**src/rtl/axi_burst_master_pkg.sv**
```systemverilog
// Shared constants for the single-burst AXI3 master.
// State codes, response codes, burst type and response ranking.
package axi_burst_pkg;

    typedef logic [2:0] state_t;

    localparam state_t ST_IDLE    = 3'd0;
    localparam state_t ST_RD_ADDR = 3'd1;
    localparam state_t ST_RD_DATA = 3'd2;
    localparam state_t ST_WR_ADDR = 3'd3;
    localparam state_t ST_WR_DATA = 3'd4;
    localparam state_t ST_WR_RESP = 3'd5;
    localparam state_t ST_DONE    = 3'd6;

    localparam logic [1:0] RESP_OKAY   = 2'b00;
    localparam logic [1:0] RESP_EXOKAY = 2'b01;
    localparam logic [1:0] RESP_SLVERR = 2'b10;
    localparam logic [1:0] RESP_DECERR = 2'b11;

    localparam logic [1:0] BURST_INCR = 2'b01;

    // Higher code is treated as the worse outcome.
    function automatic logic [1:0] worst_resp(
        input logic [1:0] a,
        input logic [1:0] b
    );
        return (a > b) ? a : b;
    endfunction

endpackage

```
**src/rtl/axi_burst_master_if.sv**
```systemverilog
// AXI3-style bus bundle between the burst master and a slave.
// master drives address/write channels, slave drives responses.
interface axi_burst_master_if #(
    parameter int ADDR_W = 32,
    parameter int DATA_W = 128,
    parameter int ID_W   = 4
) ();

    logic              awvalid;
    logic              awready;
    logic [ID_W-1:0]   awid;
    logic [ADDR_W-1:0] awaddr;
    logic [3:0]        awlen;
    logic [2:0]        awsize;
    logic [1:0]        awburst;
    logic [1:0]        awlock;
    logic [3:0]        awcache;
    logic [2:0]        awprot;

    logic              arvalid;
    logic              arready;
    logic [ID_W-1:0]   arid;
    logic [ADDR_W-1:0] araddr;
    logic [3:0]        arlen;
    logic [2:0]        arsize;
    logic [1:0]        arburst;
    logic [1:0]        arlock;
    logic [3:0]        arcache;
    logic [2:0]        arprot;

    logic              wvalid;
    logic              wready;
    logic              wlast;
    logic [DATA_W-1:0] wdata;
    logic [DATA_W/8-1:0] wstrb;
    logic [ID_W-1:0]   wid;

    logic              bvalid;
    logic              bready;
    logic [1:0]        bresp;
    logic [ID_W-1:0]   bid;

    logic              rvalid;
    logic              rready;
    logic              rlast;
    logic [DATA_W-1:0] rdata;
    logic [1:0]        rresp;
    logic [ID_W-1:0]   rid;

    modport master (
        output awvalid, awid, awaddr, awlen, awsize,
               awburst, awlock, awcache, awprot,
        input  awready,
        output arvalid, arid, araddr, arlen, arsize,
               arburst, arlock, arcache, arprot,
        input  arready,
        output wvalid, wlast, wdata, wstrb, wid,
        input  wready,
        input  bvalid, bresp, bid,
        output bready,
        input  rvalid, rlast, rdata, rresp, rid,
        output rready
    );

    modport slave (
        input  awvalid, awid, awaddr, awlen, awsize,
               awburst, awlock, awcache, awprot,
        output awready,
        input  arvalid, arid, araddr, arlen, arsize,
               arburst, arlock, arcache, arprot,
        output arready,
        input  wvalid, wlast, wdata, wstrb, wid,
        output wready,
        output bvalid, bresp, bid,
        input  bready,
        output rvalid, rlast, rdata, rresp, rid,
        input  rready
    );

endinterface

```
**src/rtl/axi_burst_master.sv**
```systemverilog
// Issues one AXI INCR burst per accepted command and reports completion.
// Data channels are pass-through; only state, counter and command fields are registered.
module axi_burst_master
    import axi_burst_pkg::*;
#(
    parameter int ADDR_W = 32,
    parameter int DATA_W = 128,
    parameter int ID_W   = 4
) (
    input  logic                clk,
    input  logic                rst,

    input  logic                cmd_valid,
    output logic                cmd_ready,
    input  logic                cmd_write,
    input  logic [ADDR_W-1:0]   cmd_addr,
    input  logic [3:0]          cmd_len,
    input  logic [ID_W-1:0]     cmd_id,

    input  logic                wd_valid,
    output logic                wd_ready,
    input  logic [DATA_W-1:0]   wd_data,
    input  logic [DATA_W/8-1:0] wd_strb,

    output logic                rd_valid,
    input  logic                rd_ready,
    output logic [DATA_W-1:0]   rd_data,
    output logic                rd_last,

    output logic                done,
    output logic [1:0]          done_resp,
    output logic                done_err,

    axi_burst_master_if.master  axi
);

    localparam logic [2:0] AXSIZE = 3'($clog2(DATA_W / 8));

    state_t            state_q, state_d;
    logic [ADDR_W-1:0] addr_q, addr_d;
    logic [3:0]        len_q, len_d;
    logic [ID_W-1:0]   id_q, id_d;
    logic [3:0]        cnt_q, cnt_d;
    logic [1:0]        resp_q, resp_d;
    logic              err_q, err_d;

    logic in_wd, in_rd, last_cnt;

    assign in_wd    = (state_q == ST_WR_DATA);
    assign in_rd    = (state_q == ST_RD_DATA);
    assign last_cnt = (cnt_q == len_q);

    // Gate with rst so the handshake drops before the flops are even clocked.
    assign cmd_ready = (state_q == ST_IDLE) && !rst;

    assign axi.awvalid = (state_q == ST_WR_ADDR);
    assign axi.awid    = id_q;
    assign axi.awaddr  = addr_q;
    assign axi.awlen   = len_q;
    assign axi.awsize  = AXSIZE;
    assign axi.awburst = BURST_INCR;
    assign axi.awlock  = 2'b00;
    assign axi.awcache = 4'b0000;
    assign axi.awprot  = 3'b000;

    assign axi.arvalid = (state_q == ST_RD_ADDR);
    assign axi.arid    = id_q;
    assign axi.araddr  = addr_q;
    assign axi.arlen   = len_q;
    assign axi.arsize  = AXSIZE;
    assign axi.arburst = BURST_INCR;
    assign axi.arlock  = 2'b00;
    assign axi.arcache = 4'b0000;
    assign axi.arprot  = 3'b000;

    assign axi.wvalid = in_wd && wd_valid;
    assign wd_ready   = in_wd && axi.wready;
    assign axi.wdata  = wd_data;
    assign axi.wstrb  = wd_strb;
    assign axi.wid    = id_q;
    assign axi.wlast  = in_wd && last_cnt;

    assign axi.bready = (state_q == ST_WR_RESP);

    assign axi.rready = in_rd && rd_ready;
    assign rd_valid   = in_rd && axi.rvalid;
    assign rd_data    = axi.rdata;
    assign rd_last    = in_rd && (last_cnt || axi.rlast);

    assign done      = (state_q == ST_DONE);
    assign done_resp = resp_q;
    assign done_err  = err_q;

    always_comb begin
        state_d = state_q;
        addr_d  = addr_q;
        len_d   = len_q;
        id_d    = id_q;
        cnt_d   = cnt_q;
        resp_d  = resp_q;
        err_d   = err_q;
        unique case (state_q)
            ST_IDLE: begin
                if (cmd_valid) begin
                    addr_d  = cmd_addr;
                    len_d   = cmd_len;
                    id_d    = cmd_id;
                    cnt_d   = 4'd0;
                    resp_d  = RESP_OKAY;
                    err_d   = 1'b0;
                    state_d = cmd_write ? ST_WR_ADDR : ST_RD_ADDR;
                end
            end
            ST_RD_ADDR: begin
                if (axi.arready) state_d = ST_RD_DATA;
            end
            ST_RD_DATA: begin
                if (axi.rvalid && rd_ready) begin
                    resp_d = worst_resp(resp_q, axi.rresp);
                    if ((axi.rlast != last_cnt) || (axi.rid != id_q))
                        err_d = 1'b1;
                    // Either our count or the slave's rlast closes the burst.
                    if (last_cnt || axi.rlast) begin
                        cnt_d   = 4'd0;
                        state_d = ST_DONE;
                    end else begin
                        cnt_d = cnt_q + 4'd1;
                    end
                end
            end
            ST_WR_ADDR: begin
                if (axi.awready) state_d = ST_WR_DATA;
            end
            ST_WR_DATA: begin
                if (wd_valid && axi.wready) begin
                    if (last_cnt) begin
                        cnt_d   = 4'd0;
                        state_d = ST_WR_RESP;
                    end else begin
                        cnt_d = cnt_q + 4'd1;
                    end
                end
            end
            ST_WR_RESP: begin
                if (axi.bvalid) begin
                    resp_d  = axi.bresp;
                    err_d   = (axi.bid != id_q);
                    state_d = ST_DONE;
                end
            end
            ST_DONE: begin
                state_d = ST_IDLE;
            end
            default: begin
                state_d = ST_IDLE;
            end
        endcase
    end

    always_ff @(posedge clk or posedge rst) begin
        if (rst) begin
            state_q <= ST_IDLE;
            addr_q  <= '0;
            len_q   <= '0;
            id_q    <= '0;
            cnt_q   <= '0;
            resp_q  <= RESP_OKAY;
            err_q   <= 1'b0;
        end else begin
            state_q <= state_d;
            addr_q  <= addr_d;
            len_q   <= len_d;
            id_q    <= id_d;
            cnt_q   <= cnt_d;
            resp_q  <= resp_d;
            err_q   <= err_d;
        end
    end

endmodule

```
**src/flat_wrapper.sv**
```systemverilog
// flat-port wrapper written by rule: the top's interface ports become plain ports
module axi_burst_master_flat import axi_burst_pkg::*;
#(
    parameter int ADDR_W = 32,
    parameter int DATA_W = 128,
    parameter int ID_W   = 4
)
  (clk, rst, cmd_valid, cmd_ready, cmd_write, cmd_addr, cmd_len, cmd_id, wd_valid, wd_ready, wd_data, wd_strb, rd_valid, rd_ready, rd_data, rd_last, done, done_resp, done_err, axi_awvalid, axi_awid, axi_awaddr, axi_awlen, axi_awsize, axi_awburst, axi_awlock, axi_awcache, axi_awprot, axi_awready, axi_arvalid, axi_arid, axi_araddr, axi_arlen, axi_arsize, axi_arburst, axi_arlock, axi_arcache, axi_arprot, axi_arready, axi_wvalid, axi_wlast, axi_wdata, axi_wstrb, axi_wid, axi_wready, axi_bvalid, axi_bresp, axi_bid, axi_bready, axi_rvalid, axi_rlast, axi_rdata, axi_rresp, axi_rid, axi_rready);
  axi_burst_master_if #(.ADDR_W(ADDR_W), .DATA_W(DATA_W), .ID_W(ID_W)) axi_i ();
  input  logic clk;
  input  logic rst;
  input  logic cmd_valid;
  output logic cmd_ready;
  input  logic cmd_write;
  input  logic [ADDR_W-1:0] cmd_addr;
  input  logic [3:0] cmd_len;
  input  logic [ID_W-1:0] cmd_id;
  input  logic wd_valid;
  output logic wd_ready;
  input  logic [DATA_W-1:0] wd_data;
  input  logic [DATA_W/8-1:0] wd_strb;
  output logic rd_valid;
  input  logic rd_ready;
  output logic [DATA_W-1:0] rd_data;
  output logic rd_last;
  output logic done;
  output logic [1:0] done_resp;
  output logic done_err;
  output wire logic [$bits(axi_i.awvalid)-1:0] axi_awvalid;
  output wire logic [$bits(axi_i.awid)-1:0] axi_awid;
  output wire logic [$bits(axi_i.awaddr)-1:0] axi_awaddr;
  output wire logic [$bits(axi_i.awlen)-1:0] axi_awlen;
  output wire logic [$bits(axi_i.awsize)-1:0] axi_awsize;
  output wire logic [$bits(axi_i.awburst)-1:0] axi_awburst;
  output wire logic [$bits(axi_i.awlock)-1:0] axi_awlock;
  output wire logic [$bits(axi_i.awcache)-1:0] axi_awcache;
  output wire logic [$bits(axi_i.awprot)-1:0] axi_awprot;
  input wire logic [$bits(axi_i.awready)-1:0] axi_awready;
  output wire logic [$bits(axi_i.arvalid)-1:0] axi_arvalid;
  output wire logic [$bits(axi_i.arid)-1:0] axi_arid;
  output wire logic [$bits(axi_i.araddr)-1:0] axi_araddr;
  output wire logic [$bits(axi_i.arlen)-1:0] axi_arlen;
  output wire logic [$bits(axi_i.arsize)-1:0] axi_arsize;
  output wire logic [$bits(axi_i.arburst)-1:0] axi_arburst;
  output wire logic [$bits(axi_i.arlock)-1:0] axi_arlock;
  output wire logic [$bits(axi_i.arcache)-1:0] axi_arcache;
  output wire logic [$bits(axi_i.arprot)-1:0] axi_arprot;
  input wire logic [$bits(axi_i.arready)-1:0] axi_arready;
  output wire logic [$bits(axi_i.wvalid)-1:0] axi_wvalid;
  output wire logic [$bits(axi_i.wlast)-1:0] axi_wlast;
  output wire logic [$bits(axi_i.wdata)-1:0] axi_wdata;
  output wire logic [$bits(axi_i.wstrb)-1:0] axi_wstrb;
  output wire logic [$bits(axi_i.wid)-1:0] axi_wid;
  input wire logic [$bits(axi_i.wready)-1:0] axi_wready;
  input wire logic [$bits(axi_i.bvalid)-1:0] axi_bvalid;
  input wire logic [$bits(axi_i.bresp)-1:0] axi_bresp;
  input wire logic [$bits(axi_i.bid)-1:0] axi_bid;
  output wire logic [$bits(axi_i.bready)-1:0] axi_bready;
  input wire logic [$bits(axi_i.rvalid)-1:0] axi_rvalid;
  input wire logic [$bits(axi_i.rlast)-1:0] axi_rlast;
  input wire logic [$bits(axi_i.rdata)-1:0] axi_rdata;
  input wire logic [$bits(axi_i.rresp)-1:0] axi_rresp;
  input wire logic [$bits(axi_i.rid)-1:0] axi_rid;
  output wire logic [$bits(axi_i.rready)-1:0] axi_rready;
  assign axi_awvalid = axi_i.awvalid;
  assign axi_awid = axi_i.awid;
  assign axi_awaddr = axi_i.awaddr;
  assign axi_awlen = axi_i.awlen;
  assign axi_awsize = axi_i.awsize;
  assign axi_awburst = axi_i.awburst;
  assign axi_awlock = axi_i.awlock;
  assign axi_awcache = axi_i.awcache;
  assign axi_awprot = axi_i.awprot;
  assign axi_i.awready = axi_awready;
  assign axi_arvalid = axi_i.arvalid;
  assign axi_arid = axi_i.arid;
  assign axi_araddr = axi_i.araddr;
  assign axi_arlen = axi_i.arlen;
  assign axi_arsize = axi_i.arsize;
  assign axi_arburst = axi_i.arburst;
  assign axi_arlock = axi_i.arlock;
  assign axi_arcache = axi_i.arcache;
  assign axi_arprot = axi_i.arprot;
  assign axi_i.arready = axi_arready;
  assign axi_wvalid = axi_i.wvalid;
  assign axi_wlast = axi_i.wlast;
  assign axi_wdata = axi_i.wdata;
  assign axi_wstrb = axi_i.wstrb;
  assign axi_wid = axi_i.wid;
  assign axi_i.wready = axi_wready;
  assign axi_i.bvalid = axi_bvalid;
  assign axi_i.bresp = axi_bresp;
  assign axi_i.bid = axi_bid;
  assign axi_bready = axi_i.bready;
  assign axi_i.rvalid = axi_rvalid;
  assign axi_i.rlast = axi_rlast;
  assign axi_i.rdata = axi_rdata;
  assign axi_i.rresp = axi_rresp;
  assign axi_i.rid = axi_rid;
  assign axi_rready = axi_i.rready;
  axi_burst_master #(.ADDR_W(ADDR_W), .DATA_W(DATA_W), .ID_W(ID_W)) u_core (.clk(clk), .rst(rst), .cmd_valid(cmd_valid), .cmd_ready(cmd_ready), .cmd_write(cmd_write), .cmd_addr(cmd_addr), .cmd_len(cmd_len), .cmd_id(cmd_id), .wd_valid(wd_valid), .wd_ready(wd_ready), .wd_data(wd_data), .wd_strb(wd_strb), .rd_valid(rd_valid), .rd_ready(rd_ready), .rd_data(rd_data), .rd_last(rd_last), .done(done), .done_resp(done_resp), .done_err(done_err), .axi(axi_i));
endmodule
```
**config.mk**
```make
export PLATFORM = sky130hd
export DESIGN_NAME = axi_burst_master_flat
export DESIGN_NICKNAME = d
export VERILOG_FILES = /design/src/rtl/axi_burst_master_pkg.sv /design/src/rtl/axi_burst_master_if.sv /design/src/rtl/axi_burst_master.sv /design/src/flat_wrapper.sv
export SDC_FILE = /design/constraint.sdc
export NUM_CORES = 1
export LEC_CHECK = 0
export ABC_AREA = 1
export BUFFER_PORTS_ARGS = -buffer_cell sky130_fd_sc_hd__buf_4
export CAP_MARGIN = 10
export CORE_AREA = 4 4 284 286
export DETAILED_ROUTE_END_ITERATION = 10
export DIE_AREA = 0 0 288 290
export PLACE_DENSITY_LB_ADDON = 0.25
export SLEW_MARGIN = 5
export SYNTH_ARGS = -nofsm -noshare
export SYNTH_HDL_FRONTEND = slang
export SYNTH_SLANG_ARGS = --single-unit
```
**constraint.sdc**
```tcl
create_clock -name clk -period 1.74 [get_ports clk]
set_input_delay 0.174 -clock clk [delete_from_list [all_inputs] [get_ports clk]]
set_output_delay 0.174 -clock clk [all_outputs]
set_load 0.01 [all_outputs]
```
==> metrics.md, run 1 <==
| Metric | Value |
|---|---|
| Outcome | `completed` |
| CP Max Fanout | `3` |
| Post-synth top area share | `49.98%` |
| Final Hold Viols | `0` |
| Syn avg cell area | `around 8.3 µm²` |
| Setup Crit Path Kind | `reg2out` |
| Crit path cell chain | `nand2_1 > nand2_2 > nor2_2 > nand2_2 > buf_6 > nor2_4 > buf_6` |
| Area Growth Syn to Fin | `9.879%` |
| Final setup fails | `0` |
| Initial Utilization | `about 6.6%` |
| Layout cell share with drive strength beyond 1 | `~53%` |
| R2R Setup Slk | `roughly 0.11 ns` |
| CP Data Arrival Time | `1.52 ns` |
| Power Density | `around 1500 nW/µm²` |
| Die height | `a little under 300 µm` |
| Hold path depth | `2` |
| Min-delay worst type | `in2reg` |
| Fin util | `under 10%` |
| CTS Buf Count | `5` |
| Fmax | `~590 MHz` |
| LEAKAGE | `approximately 2.5 nW` |
| WL final | `22,350 µm` |
| Cell Area, Synth | `between 5000 and 6000 µm²` |
| Reg2Reg Depth | `11` |
| IO buf count | `roughly 160` |
| CTS tree | `yes` |
| Met2 Use GR | `under 10%` |
| Dominant cell type by area after synthesis | `buf_4` |
| Req. time, crit path | `~1.6 ns` |
| Fin crit period | `1.695 ns` |
| Drt via density | `around 2` |
| Vias in the first global route | `around 3,500` |
| Skew final | `0.03187 ns` |
| Worst vdd ir | `around 0.50 mV` |
| CTS Sinks | `50` |
| Initial antenna violation count | `8` |
| Cells after DPL | `about 1,500` |
| Multi-input logic area | `approximately 1300 µm²` |
| Met1 Usage GRT | `~5.0%` |
| Pre-CTS setup slack | `-0.09346 ns` |
| Io pins | `between 700 and 800` |
| Final period utilization | `a little over nine tenths` |
| Max-cap violations | `0` |
| Routed via count | `3,173` |
| Setup TNS | `0 ns` |
| Slowest CP cell | `dfrtp_1` |
| Placeable Area | `slightly below 80,000 µm²` |
| Met3 GRT Util | `slightly above 4%` |
| Residual DRC | `0` |
| Layout fillers | `approximately 9,300` |
| Synth top area cells | `buf_4 (50%), dfrtp_1 (24%), mux2_2 (6.1%), nand2_1 (4.1%), inv_1 (2.5%)` |
| Most used routing layer | `met2` |
| Iter 0 DRT Violations | `61` |
| Final Wtd Congestion | `approximately 0.67` |
| CP peak stage delay | `between 0.4 and 0.5 ns` |
| Max-slew violations | `0` |
| Post-DRT Antenna Nets | `0` |
| Total global routing overflow | `0` |
| Crit path capture type | `output port` |
| GRT Total Usage | `5.112%` |
| Unique cell type count in the Yosys netlist | `29` |
| Min Hold Slack | `roughly 0.049 ns` |
| Largest net degree at the start of global routing | `~50` |
| Seq. cell area | `~1300 µm²` |
| FP Rows | `slightly above 100` |
| CP Launch Type | `flip-flop` |
| NumNets Final | `approximately 840` |
| Reg clk slew, reported paths | `approximately 0.11 ns` |
| Synth warnings | `0` |
| Routed len/inst | `about 14 µm` |
| Post-route setup slack | `roughly 0.045 ns` |
| RSZ-0062 raised after global routing | `yes` |
| Synthesis-stage register bit count | `50` |
| Die area | `83,520 µm²` |
| First-pass GRT wire length | `just under 30,000 µm` |
| CTS H-tree lvls | `2` |
| CTS root buf | `clkbuf_16` |
| Worst skew pair latency | `0.35 ns` |
| Sequential area share after synthesis | `approximately a quarter` |
| Post-Syn Instances | `about 620` |
| DR pass1 iterations | `4` |
| Final Non-Filler Cells | `1,550` |
| Longest Clk Path Bufs | `2` |
| Die W | `around 290 µm` |
| Detailed placement HPWL | `between 15,000 and 20,000 µm` |
==> registers in the layout (all words and copies together), names as in the netlist <==
register / count
u_core.done_resp: 2
u_core.state_q: 3
u_core.axi.arlen: 4
u_core.axi.araddr: 32
u_core.cnt_q: 4
u_core.done_err: 1
u_core.axi.arid: 4
==> metrics by stage <==
step | power (mW) | area [µm²]
finish | 8.761 | 5678
global route | 9.555 | 5675
CTS | 8.987 | 5583
detailed placement | 7.374 | 5345
global placement | 7.411 | 5345
floorplan | 5.862 | 5265
==> where the power goes <==
group | switching (mW) | total, mW | internal (mW)
logic | 2.58 | 5.12 | 2.54
clock network | 0.638 | 1.37 | 0.730
registers | 0.546 | 2.27 | 1.72
==> logic make-up after synthesis <==
| group | synth area share (%) |
|---|---|
| AND/OR/NAND/NOR | 9.709 |
| flip-flops | 24.21 |
| AO/OA/AOI/OAI | 2.470 |
| XOR/XNOR | 1.017 |
| multiplexers | 7.264 |
| other | 0.1453 |
| adder cells (fa/ha/maj) | 0.9686 |
| buffers and inverters | 54.21 |
==> synthesized netlist by cell type <==
library cell and number:
a21boi_1 1, a21oi_1 9, a22o_1 1, buf_2 4
buf_4 344, buf_6 4, clkinv_2 1, conb_1 2
dfrtp_1 50, ha_1 4, inv_1 34, inv_2 4
inv_4 1, mux2_2 28, mux2_4 4, nand2_1 56
nand2_2 4, nand2_4 1, nand3_1 14, nand4_1 3
nor2_1 30, nor2_2 1, nor2_4 2, nor3_1 5
o21ai_0 7, o21ai_2 1, o21bai_1 3, xnor2_1 4
xor2_1 2
==> path summary, 6_finish.rpt <==
path	startpoint	to
max in group asynchronous	rst	u_core.axi.araddr[29]
min in group asynchronous	rst	u_core.axi.arlen[0]
hold reg to reg	u_core.done_err	u_core.done_err
setup reg to reg	u_core.axi.arlen[3]	u_core.done_err
hold / removal	cmd_addr[16]	u_core.axi.araddr[16]
setup / recovery	u_core.axi.arlen[3]	axi_wlast
==> final cells by class <==
cell class              instances  area share (%)
flip-flops and latches         50           22.10
multi-input cells             208           22.76
repair buffers                192           26.07
clock inverters                 2          0.6831
inverters                      40           2.710
clock buffers                   6           2.446
well taps                    1050           23.14
diodes                          2         0.08814
==> worst max-delay path, delay by kind of cell (launching register included) <==
family | cells | cell delay [ns]
buffers and inverters | 2 | 0.26
flip-flops | 1 | 0.42
AND/OR/NAND/NOR | 5 | 0.50
==> metal layers <==
layer | routed length (µm) | part of all wire (%)
met5 | 37 | 0.17
met4 | 2439 | 11
met3 | 4074 | 18
met2 | 8379 | 37
met1 | 7418 | 33
==> cells in the final DEF (no fill, tap or decap), types with 2 or more instances in the layout <==
cell type and instances:
a21oi_1 9, buf_12 2, buf_4 186, buf_6 3, clkbuf_16 5, conb_1 28, dfrtp_1 47, dfrtp_2 3
diode_2 2, ha_1 3, inv_1 32, inv_2 6, mux2_2 28, mux2_4 4, nand2_1 51, nand2_2 8
nand2_4 2, nand3_1 13, nand4_1 3, nor2_1 24, nor2_2 4, nor2_4 5, nor3_1 4, o21ai_0 6
o21bai_1 3, xnor2_1 4, xor2_1 2
==> repair_timing <==
item / in CTS / in global routing
pin swaps: 3 / 4
gates resized for setup: 10 / 19
cloned: 0 / 0
hold buffers: 1 / 0
hold endpoints to repair: 9 / 0
buffers inserted: 2 / 4
endpoints found under the setup margin: 3 / 16
Power figures use the tool's default switching activity.
==> run 2: changes to the inputs <==
--- a/config.mk
+++ b/config.mk
@@ -5,12 +5,11 @@
 export SDC_FILE = /design/constraint.sdc
 export NUM_CORES = 1
 export LEC_CHECK = 0
-export ABC_AREA = 1
 export BUFFER_PORTS_ARGS = -buffer_cell sky130_fd_sc_hd__buf_4
 export CAP_MARGIN = 10
-export CORE_AREA = 4 4 284 286
+export CORE_AREA = 4 4 281 283
 export DETAILED_ROUTE_END_ITERATION = 10
-export DIE_AREA = 0 0 288 290
+export DIE_AREA = 0 0 285 287
 export PLACE_DENSITY_LB_ADDON = 0.25
 export SLEW_MARGIN = 5
 export SYNTH_ARGS = -nofsm -noshare
==> constraint.sdc (replaced) <==
create_clock -name clk -period 2.2 [get_ports clk]
set_input_delay 0.22 -clock clk [delete_from_list [all_inputs] [get_ports clk]]
set_output_delay 0.22 -clock clk [all_outputs]
set_load 0.01 [all_outputs]
==> run 2 against run 1 <==
Net effect: via count is 9.2% lower; sequential power is 16% lower; critical path depth is 2 lower; register-to-register slack better by 0.23 ns; critical endpoint is now axi_rready; die area is 2.1% lower; flip-flop and latch count stayed put; utilization is 0.32 points lower.
==> metrics.md, run 2 <==
| Metric | Value |
|---|---|
| Outcome | `completed` |
| Worst vdd ir | `0.4490 mV` |
| Skew final | `~0.014 ns` |
| Post-synthesis mux area share | `about a tenth` |
| Fin crit period | `between 1.5 and 2 ns` |
| Io pins | `around 730` |
| Final period utilization | `90.84%` |
| R2r startpoint | `u_core.axi.arlen[3]` |
| LEAKAGE | `about 2.1 nW` |
| Unique cell type count in the Yosys netlist | `47` |
| Fmax | `about 500 MHz` |
| Post-Syn Instances | `540` |
| CP Data Arrival Time | `about 1.8 ns` |
| Residual DRC | `0` |
| Sequential area share after synthesis | `about a quarter` |
| Asr flop ratio synth | `100.0%` |
| Max reg flops | `32` |
| Area Growth Syn to Fin | `4.968%` |
| Setup Crit Path Kind | `reg2out` |
| Fin area | `~5300 µm²` |
| FP Rows | `slightly above 100` |
| Worst skew pair latency | `roughly 0.33 ns` |
| EDFF count, synth | `0` |
| Worst Path Buf+Inv | `2` |
| Cells after DPL | `approximately 1,400` |
| Dominant cell type by area after synthesis | `buf_4` |
| Fin util | `6.928%` |
| First-pass GRT wire length | `27,880 µm` |
| RSZ-0062 raised after global routing | `no` |
| Most frequent cell after synthesis | `buf_4` |
| NumNets Final | `approximately 740` |
| Synthesis-stage register bit count | `50` |
| CP Launch Type | `flip-flop` |
| Final Hold Viols | `0` |
| Final Wtd Congestion | `about 0.66` |
| Reg clk slew, reported paths | `0.10 ns` |
| Initial antenna violation count | `4` |
| Layout cell share with drive strength beyond 1 | `about 50%` |
| Min-delay worst type | `in2reg` |
| Synth warnings | `0` |
| Max-cap violations | `0` |
| Commonest cells in the netlist | `buf_4 (348), dfrtp_1 (50), mux2_1 (41)` |
| Syn avg cell area | `between 9 and 10 µm²` |
| Synth Area in Simple Gates | `4.820%` |
| Post-CTS Repair Setup Buffers | `0` |
| Cell mode on critical path | `buf_4` |
| CTS tree | `yes` |
| Power Density | `1215 nW/µm²` |
| Placeable Area | `about 77,000 µm²` |
| WL final | `about 22,000 µm` |
| Post-DP Area | `just over 5000 µm²` |
| Post-synthesis compound-gate area fraction | `4.745%` |
| Die area | `about 82,000 µm²` |
| Largest family of logic cells by synthesized area | `buffers and inverters` |
| Synth Area in Adders | `0.9886%` |
| Worst Hold Launch | `cmd_addr[28]` |
| IO buf count | `about 160` |
| Routed len/inst | `approximately 15 µm` |
| CP peak stage delay | `around 0.53 ns` |
| CP Launch Point | `u_core.state_q[2]` |
| Iter 0 DRT Violations | `between 100 and 150` |
| Setup TNS | `0 ns` |
| CTS H-tree lvls | `2` |
| CTS root buf | `clkbuf_16` |
| Final setup fails | `0` |
| Largest net degree at the start of global routing | `between 50 and 60` |
| Die height | `287 µm` |
| Slowest CP cell | `dfrtp_1` |
| Post-synth top area share | `between 50% and 60%` |
| Crit path cell chain | `nand2b_1 > nor2_1 > buf_4 > and2_1 > buf_4` |
| DR pass1 iterations | `4` |
| Cell Area, Synth | `roughly 5100 µm²` |
| Cell family with most CP delay | `simple AND/OR/NAND/NOR gates` |
| R2R Setup Slk | `about 0.34 ns` |
| CP Max Fanout | `8` |
| Max-slew violations | `0` |
| Die W | `approximately 290 µm` |
| CTS Buf Count | `5` |
| Detailed placement HPWL | `between 15,000 and 20,000 µm` |
| Synth top area cells | `buf_4 (52%), dfrtp_1 (25%), mux2_1 (9.1%), xnor2_1 (1.6%), ha_1 (0.99%)` |
| Vias in the first global route | `just over 3,000` |
| Crit path capture type | `output port` |
| Drt via density | `roughly 2` |
| Top FF cell, synth | `dfrtp_1` |
| Commonest non-fill, non-tap cell in the layout | `buf_4` |
| Worst Tran Pin Value | `between 0.5 and 0.6 ns` |
| Post-DRT Antenna Nets | `0` |
| CTS Sinks | `50` |
| Req. time, crit path | `1.98 ns` |
| GRT Total Usage | `under 10%` |
| Final Non-Filler Cells | `1,439` |
| Relative slew slack | `between 60% and 70%` |
| Longest Clk Path Bufs | `2` |
| Initial Utilization | `between 6 and 7%` |
| Routed via count | `2,880` |
| Most frequent cells in the layout | `buf_4 (172), dfrtp_1 (50), mux2_1 (41)` |
| Post-synthesis xor/xnor area fraction | `under 10%` |
| Total global routing overflow | `0` |
[run 2: cell count changes in the layout (fill, tap and decap cells not counted), moves of 10 or more]
cell / delta
buf_4: -14
inv_1: -27
mux2_1: +41
mux2_2: -28
nand2_1: -45
nand3_1: -10
nor2_1: -18
[run 2: worst reg2reg max path, delay by kind of cell, from the launching register on]
| family | cells | cell delay [ns] |
|---|---|---|
| AOI/OAI and AO/OA | 2 | 0.43 |
| xor gates and xnor gates | 1 | 0.20 |
| adders and majority gates | 1 | 0.24 |
| DFF | 1 | 0.49 |
| and+or+nand+nor | 3 | 0.39 |
[run 2: logic make-up after synthesis]
kind of cell	Yosys count
multiplexers	43
AND/OR/NAND/NOR	42
other	2
flip-flops	50
buffers and inverters	362
AO/OA/AOI/OAI	25
XOR/XNOR	12
adder cells (fa/ha/maj)	4
[run 2: metal layers]
metal	vias to the layer above	part of all wire (%)	wire [µm]	track usage [%]
met5	-	0.031	7	0
met4	2	6.9	1543	3.781
met3	122	20	4446	4.734
met2	406	39	8699	6.804
met1	1278	34	7569	5.103
li1	1072	-	-	-
[run 2: power breakdown]
part | total [mW] | internal [mW] | switching (mW)
clock network | 0.975 | 0.457 | 0.518
logic | 3.58 | 1.85 | 1.74
registers | 1.90 | 1.36 | 0.542
total | 6.46 | 3.66 | 2.80
[run 2: layout make-up]
cell class                      instances  area [µm²]
Antenna cell                            3       7.507
Clock buffer                            6       138.9
Clock inverter                          2       12.51
Fill cell                            8994       71390
Inverter                                9       33.78
Multi-Input combinational cell        154        1227
Sequential cell                        50        1251
Tap cell                             1040        1301
Timing Repair Buffer                  175        1341
[run 2: path summary, 6_finish.rpt]
kind	cells past startpoint	endpoint
hold reg to reg	1	u_core.axi.araddr[16]
hold / removal	2	u_core.axi.araddr[28]
setup / recovery	5	axi_rready
max in group asynchronous	4	u_core.axi.araddr[12]
min in group asynchronous	4	u_core.done_err
setup reg to reg	7	u_core.cnt_q[0]
[run 2: stage by stage]
step / total power, mW / worst slack, ns / hold WS, ns
2_1_floorplan: 4.504 / 0.4571 / 0.3547
3_3_place_gp: 5.638 / 0.2966 / 0.3425
3_5_place_dp: 5.599 / 0.2956 / 0.3281
4_1_cts: 6.676 / 0.1188 / 0.06013
5_1_grt: 6.953 / 0.04928 / 0.07212
6_report: 6.457 / 0.2015 / 0.09039
[run 2: timing repair]
item,in CTS,in global routing
setup endpoints to repair,0,0
hold endpoints to repair,50,0
resized for setup,0,0
hold buffers,1,0
